**src/rtl/breadboard_pkg.sv**
```systemverilog
// rtl/breadboard_pkg.sv - shared constants and state encoding for the breadboard sweeper
package breadboard_pkg;
  localparam int NUM_ROWS = 16;
  localparam int NUM_F    = 10;
  localparam int CSUM_W   = 14;

  localparam int BIT_W = 3;
  localparam int BIT_X = 2;
  localparam int BIT_Y = 1;
  localparam int BIT_Z = 0;

  typedef enum logic [1:0] {IDLE, WAIT, CAPT, FIN} state_e;
endpackage

```
**src/rtl/breadboard_sweeper_result_ram.sv**
```systemverilog
// rtl/breadboard_sweeper_result_ram.sv - 16x10 result table, one write port, registered read
module result_ram
  import breadboard_pkg::*;
(
  input  logic             clk,
  input  logic             reset,
  input  logic             we,
  input  logic [3:0]       wr_addr,
  input  logic [NUM_F-1:0] wr_data,
  input  logic [3:0]       rd_addr,
  output logic [NUM_F-1:0] rd_data
);
  logic [NUM_F-1:0] mem_q [NUM_ROWS];
  logic [NUM_F-1:0] rd_data_q;

  // Table contents survive reset; only the read register is cleared.
  always_ff @(posedge clk) begin
    if (we) mem_q[wr_addr] <= wr_data;
  end

  // Non-blocking read of mem_q gives read-before-write on a same-row collision.
  always_ff @(posedge clk) begin
    if (reset) rd_data_q <= '0;
    else       rd_data_q <= mem_q[rd_addr];
  end

  assign rd_data = rd_data_q;
endmodule

```
**src/rtl/breadboard_sweeper.sv**
```systemverilog
// rtl/breadboard_sweeper.sv - sweeps the breadboard through all 16 inputs and captures its outputs
module breadboard_sweeper #(
  parameter int SETTLE = 3,
  parameter int NUM_F  = 10
) (
  input  logic                        clk,
  input  logic                        reset,
  input  logic                        start,
  input  logic                        abort,
  output logic [3:0]                  bb_in,
  input  logic [NUM_F-1:0]            bb_f,
  output logic                        busy,
  output logic                        done,
  output logic                        table_valid,
  output logic [breadboard_pkg::CSUM_W-1:0] checksum,
  input  logic [3:0]                  rd_addr,
  output logic [NUM_F-1:0]            rd_data
);
  import breadboard_pkg::*;

  localparam logic [3:0] SETTLE_V = 4'(SETTLE);
  localparam logic [3:0] LAST_ROW = 4'(NUM_ROWS - 1);

  state_e            state_q;
  logic [3:0]        idx_q;
  logic [3:0]        bb_in_q;
  logic [3:0]        cnt_q;
  logic              busy_q;
  logic              done_q;
  logic              tv_q;
  logic [CSUM_W-1:0] csum_q;
  logic [CSUM_W-1:0] csum_d;
  logic              we_d;

  assign csum_d = csum_q + CSUM_W'(bb_f);
  assign we_d   = (state_q == CAPT);

  always_ff @(posedge clk) begin
    if (reset) begin
      state_q <= IDLE;
      idx_q   <= '0;
      bb_in_q <= '0;
      cnt_q   <= SETTLE_V;
      busy_q  <= 1'b0;
      done_q  <= 1'b0;
      tv_q    <= 1'b0;
      csum_q  <= '0;
    end else begin
      done_q <= 1'b0;
      case (state_q)
        IDLE: begin
          if (start && !abort) begin
            state_q <= WAIT;
            idx_q   <= '0;
            bb_in_q <= '0;
            cnt_q   <= SETTLE_V;
            csum_q  <= '0;
            tv_q    <= 1'b0;
            busy_q  <= 1'b1;
          end
        end
        WAIT: begin
          cnt_q <= cnt_q - 4'd1;
          if (abort) begin
            state_q <= IDLE;
            busy_q  <= 1'b0;
          end else if (cnt_q == 4'd1) begin
            state_q <= CAPT;
          end
        end
        CAPT: begin
          // The capture itself is not cancelled by a coincident abort.
          csum_q <= csum_d;
          if (abort) begin
            state_q <= IDLE;
            busy_q  <= 1'b0;
          end else if (idx_q == LAST_ROW) begin
            state_q <= FIN;
            busy_q  <= 1'b0;
            done_q  <= 1'b1;
            tv_q    <= 1'b1;
          end else begin
            state_q <= WAIT;
            idx_q   <= idx_q + 4'd1;
            bb_in_q <= idx_q + 4'd1;
            cnt_q   <= SETTLE_V;
          end
        end
        FIN: begin
          state_q <= IDLE;
          if (abort) tv_q <= 1'b0;
        end
        default: state_q <= IDLE;
      endcase
    end
  end

  result_ram u_ram (
    .clk     (clk),
    .reset   (reset),
    .we      (we_d),
    .wr_addr (idx_q),
    .wr_data (bb_f),
    .rd_addr (rd_addr),
    .rd_data (rd_data)
  );

  assign bb_in       = bb_in_q;
  assign busy        = busy_q;
  assign done        = done_q;
  assign table_valid = tv_q;
  assign checksum    = csum_q;
endmodule

```
**config.mk**
```make
export PLATFORM = sky130hd
export DESIGN_NAME = breadboard_sweeper
export DESIGN_NICKNAME = d
export VERILOG_FILES = /design/src/rtl/breadboard_pkg.sv /design/src/rtl/breadboard_sweeper_result_ram.sv /design/src/rtl/breadboard_sweeper.sv
export SDC_FILE = /design/constraint.sdc
export NUM_CORES = 1
export LEC_CHECK = 0
export ABC_AREA = 0
export CORE_UTILIZATION = 42
export DETAILED_ROUTE_END_ITERATION = 7
export GPL_ROUTABILITY_DRIVEN = 0
export GPL_TIMING_DRIVEN = 0
export PLACE_DENSITY = 0.58
export RECOVER_POWER = 100
export SLEW_MARGIN = 20
export SYNTH_ARGS = -nofsm -noshare
export SYNTH_HDL_FRONTEND = slang
export SYNTH_SLANG_ARGS = --single-unit
```
**constraint.sdc**
```tcl
create_clock -name clk -period 3.5 [get_ports clk]
set_input_delay 0.35 -clock clk [delete_from_list [all_inputs] [get_ports clk]]
set_output_delay 0.35 -clock clk [all_outputs]
set_load 0.005 [all_outputs]
```
==> flow_summary.ini <==
[run_status]
run_status = finished, final reports clean

[detailed_routing]
routedWlPerCell_um = 21.6
vias = 4352
drt.antenna.violating_nets = 0
first_pass_iters = 5
first_iter_violations = 366
drc_errors = 0
vias_per_cell = 5.41
finalWirelength_mm = 17.3

[worst_hold_path]
hp-start = reset
hold_path_depth = 3
hold_path.class = input pin to flip-flop

[power_and_ir_drop]
switchingPower_uw = 1120
leakagePower_uw = 0.00326
sw_frac_of_total = 0.236
p_int_uw = 3640
power.total_uw = 4760
power_frac_clock = 0.394
pwr-share-seq = 0.538
p_per_area_nw_per_um2 = 501
peakVddDrop_uv = 357
pwr-share-comb = 0.068

[placement]
placed_area_um2 = 8940
place_inst = 773
io_buffers = 43
dpl.hpwl_mm = 11.3

[global_routing]
grt_pass1_wl_mm = 26.4
use_met1 = 0.247
grt_antenna_before_repair = 0
overflow = 0
grt_util_met3 = 0.0422
grt_max_degree = 21
met2_usage = 0.303
grtUsageTotal = 0.186
grt_busiest_layer = met2
grt_pass1_vias = 4482

[synth]
synth_fp_nets = 509
netlist_area_um2 = 8180
synth-compound-area-share = 0.0421
synth_top_cell_area_share = 0.587
syn_avg_cell_area_um2 = 17.4
yosysTopAreaCell = edfxtp_1
ys.flop_type = edfxtp_1
ys_top_cells_by_count = 160 x edfxtp_1, 37 x dfxtp_1, 35 x mux4_2
synth_cell_type_count = 49
synth_area_leaders = edfxtp_1 59%, mux4_2 9.6%, dfxtp_1 9.1%, mux4_1 4.8%, ha_1 3.1%
synth.most_common_cell = edfxtp_1
ys_seq_area_frac = 0.678
synth_xor_area_frac = 0.00749
synthSimpleGateAreaFrac = 0.0694
yosys_warnings = 0
synth.area.mux_share = 0.151
ys_async_sr_fraction = 0
ys_ff_latch = 197
synthAdderAreaFrac = 0.0330
synth_edf_count = 160
synth_top_family_by_area = multiplexers
syn-instance-count = 470

[cells_and_area]
fin_area_um2 = 9500
multiInputGateArea_um2 = 2470
nets = 571
drive_gt1_frac = 0.134
stdcell_count = 805
regArea_um2 = 5550
fillers = 1601
syn_to_final_growth_pct = 16.1
diodes = 0

[critical_path]
cpMostUsedCell = a21o_1
crit_arrival_ns = 3.23
cp.required_ns = 3.82
end_kind = flip-flop
rr_startpoint = state_q[0]
startpoint_type = input pin
rr_worst_depth = 6
crit_path_start = bb_f[6]
crit_type = input pin to flip-flop
crit_fanout = 17
worstPathCellList = dlygate4sd3_1 > ha_1 > a21o_1 > a21o_1 > a21o_1 > a31oi_1 > o21ai_0 > mux2i_1
critPathBufInv = 1
critical_path.max_stage_delay_ns = 1.11
critPathSlowestCell = dlygate4sd3_1
path_depth = 8
cp_top_family = compound AO/OA/AOI/OAI gates

[floorplan]
design.core.area_um2 = 18900
initial_utilization = 0.433
ios = 49
chipHeight_um = 142
rows = 50
die_w_um = 142
fp.dieArea_um2 = 20000

[clock_network]
clock_sinks = 197
cts_hold_buf = 0
cts_tree = done
clk_path_buf_depth = 2
cts_made_buffers = 17
post_cts_resized = 0
worst_skew_pair.late_latency_ns = 0.43
htreeDepth = 4
path_clk_slew_ns = 0.07
cts-root-buf = clkbuf_16
cts_setup_buffers = 0

[job]
maxCapViolCount = 0

[sta]
worst_clock_skew_ns = 0.00934
hold_viol = 0
setup_viol = 0
slew_headroom = 0.259
slew_violations = 0
fmax_mhz = 343
rsz0062_at_grt = no
final.setup.tns_ns = 0
final.period_utilization = 0.832
min_period_ns = 2.91
fin_hold_ws_ns = 0.429
tightest_slew_ns = 1.11
-- sequential cells by signal, summed over array words and instances (netlist names), 2 cells and up --
signal and count:
bb_in 4, checksum 14, cnt_q 4, state_q 2, u_ram.mem_q 160, u_ram.rd_data 10
-- routing by layer --
layer / vias up / part of all wire
li1: 1995 / -
met1: 2244 / 0.45
met2: 93 / 0.49
met3: 20 / 0.042
met4: 0 / 0.018
met5: - / 0
-- power by group through the flow --
stage	sequential [µW]	combinational, µW	clock [µW]
floorplan	2610	195	0
global placement	2610	327	0
detailed placement	2610	336	0
CTS	2560	336	1910
global route	2560	353	2000
finish	2560	325	1870
-- worst paths after layout --
| kind | endpoint | slack, ns |
|---|---|---|
| worst max-delay path | checksum[11] | 0.59 |
| worst min-delay path | checksum[8] | 0.43 |
| worst max register to register | u_ram.mem_q[6][0] | 0.80 |
| worst min register to register | checksum[6] | 0.49 |
-- cell families (layout without fill, tap and decap cells) --
| family | count (synthesis) | in the layout |
|---|---|---|
| muxes | 55 | 55 |
| xor gates and xnor gates | 7 | 7 |
| buffers and inverters | 31 | 106 |
| adders and majority gates | 21 | 21 |
| and+or+nand+nor | 105 | 105 |
| DFF | 197 | 197 |
| AOI/OAI and AO/OA | 54 | 54 |
-- placed cells by master, fill, tap and decap left out, types with 3 or more instances in the layout --
cell type | synthesis | final
edfxtp_1 | 160 | 160
dlygate4sd3_1 | 0 | 41
dfxtp_1 | 37 | 37
mux4_2 | 35 | 35
nor2_1 | 23 | 23
ha_1 | 20 | 20
and2_0 | 0 | 17
clkbuf_16 | 0 | 17
o21ai_0 | 15 | 15
mux4_1 | 15 | 15
inv_1 | 12 | 13
clkbuf_1 | 11 | 13
a21oi_1 | 13 | 13
nor2b_1 | 13 | 13
nand2_1 | 11 | 11
nand3_1 | 9 | 9
nand2b_1 | 8 | 8
nor3_1 | 6 | 7
a21o_1 | 5 | 5
inv_8 | 0 | 5
mux2i_1 | 4 | 4
xnor2_1 | 4 | 4
buf_6 | 4 | 4
inv_6 | 0 | 4
and3_1 | 3 | 3
nor3b_1 | 3 | 3
or3_1 | 3 | 3
xor2_1 | 3 | 3
a22oi_1 | 3 | 3
a211oi_1 | 3 | 3
nand4_1 | 3 | 3
a31oi_1 | 3 | 3
-- per-stage QoR --
| stage | setup slack, ns | util |
|---|---|---|
| after floorplan | 1.54 | - |
| after detailed placement | 0.270 | 0.473 |
| final | 0.588 | 0.503 |
| after global placement | 0.339 | 0.473 |
| after global routing | 0.465 | 0.503 |
| after CTS | 0.702 | 0.503 |
-- worst min-delay path, delay by kind of cell --
family                 cells  cell delay [ns]
AOI/OAI and AO/OA          1             0.14
buffers and inverters      1             0.19
and+or+nand+nor            1             0.15
-- final cells by class --
type	count	share of cell area
inverters	13	0.00514
clock buffers	18	0.0452
plain buffers	18	0.0115
clock inverters	14	0.0144
well taps	260	0.0343
multi-input cells	242	0.260
repair buffers	43	0.0453
flip-flops and latches	197	0.584
Note: power is estimated with default switching activity, not from simulation.
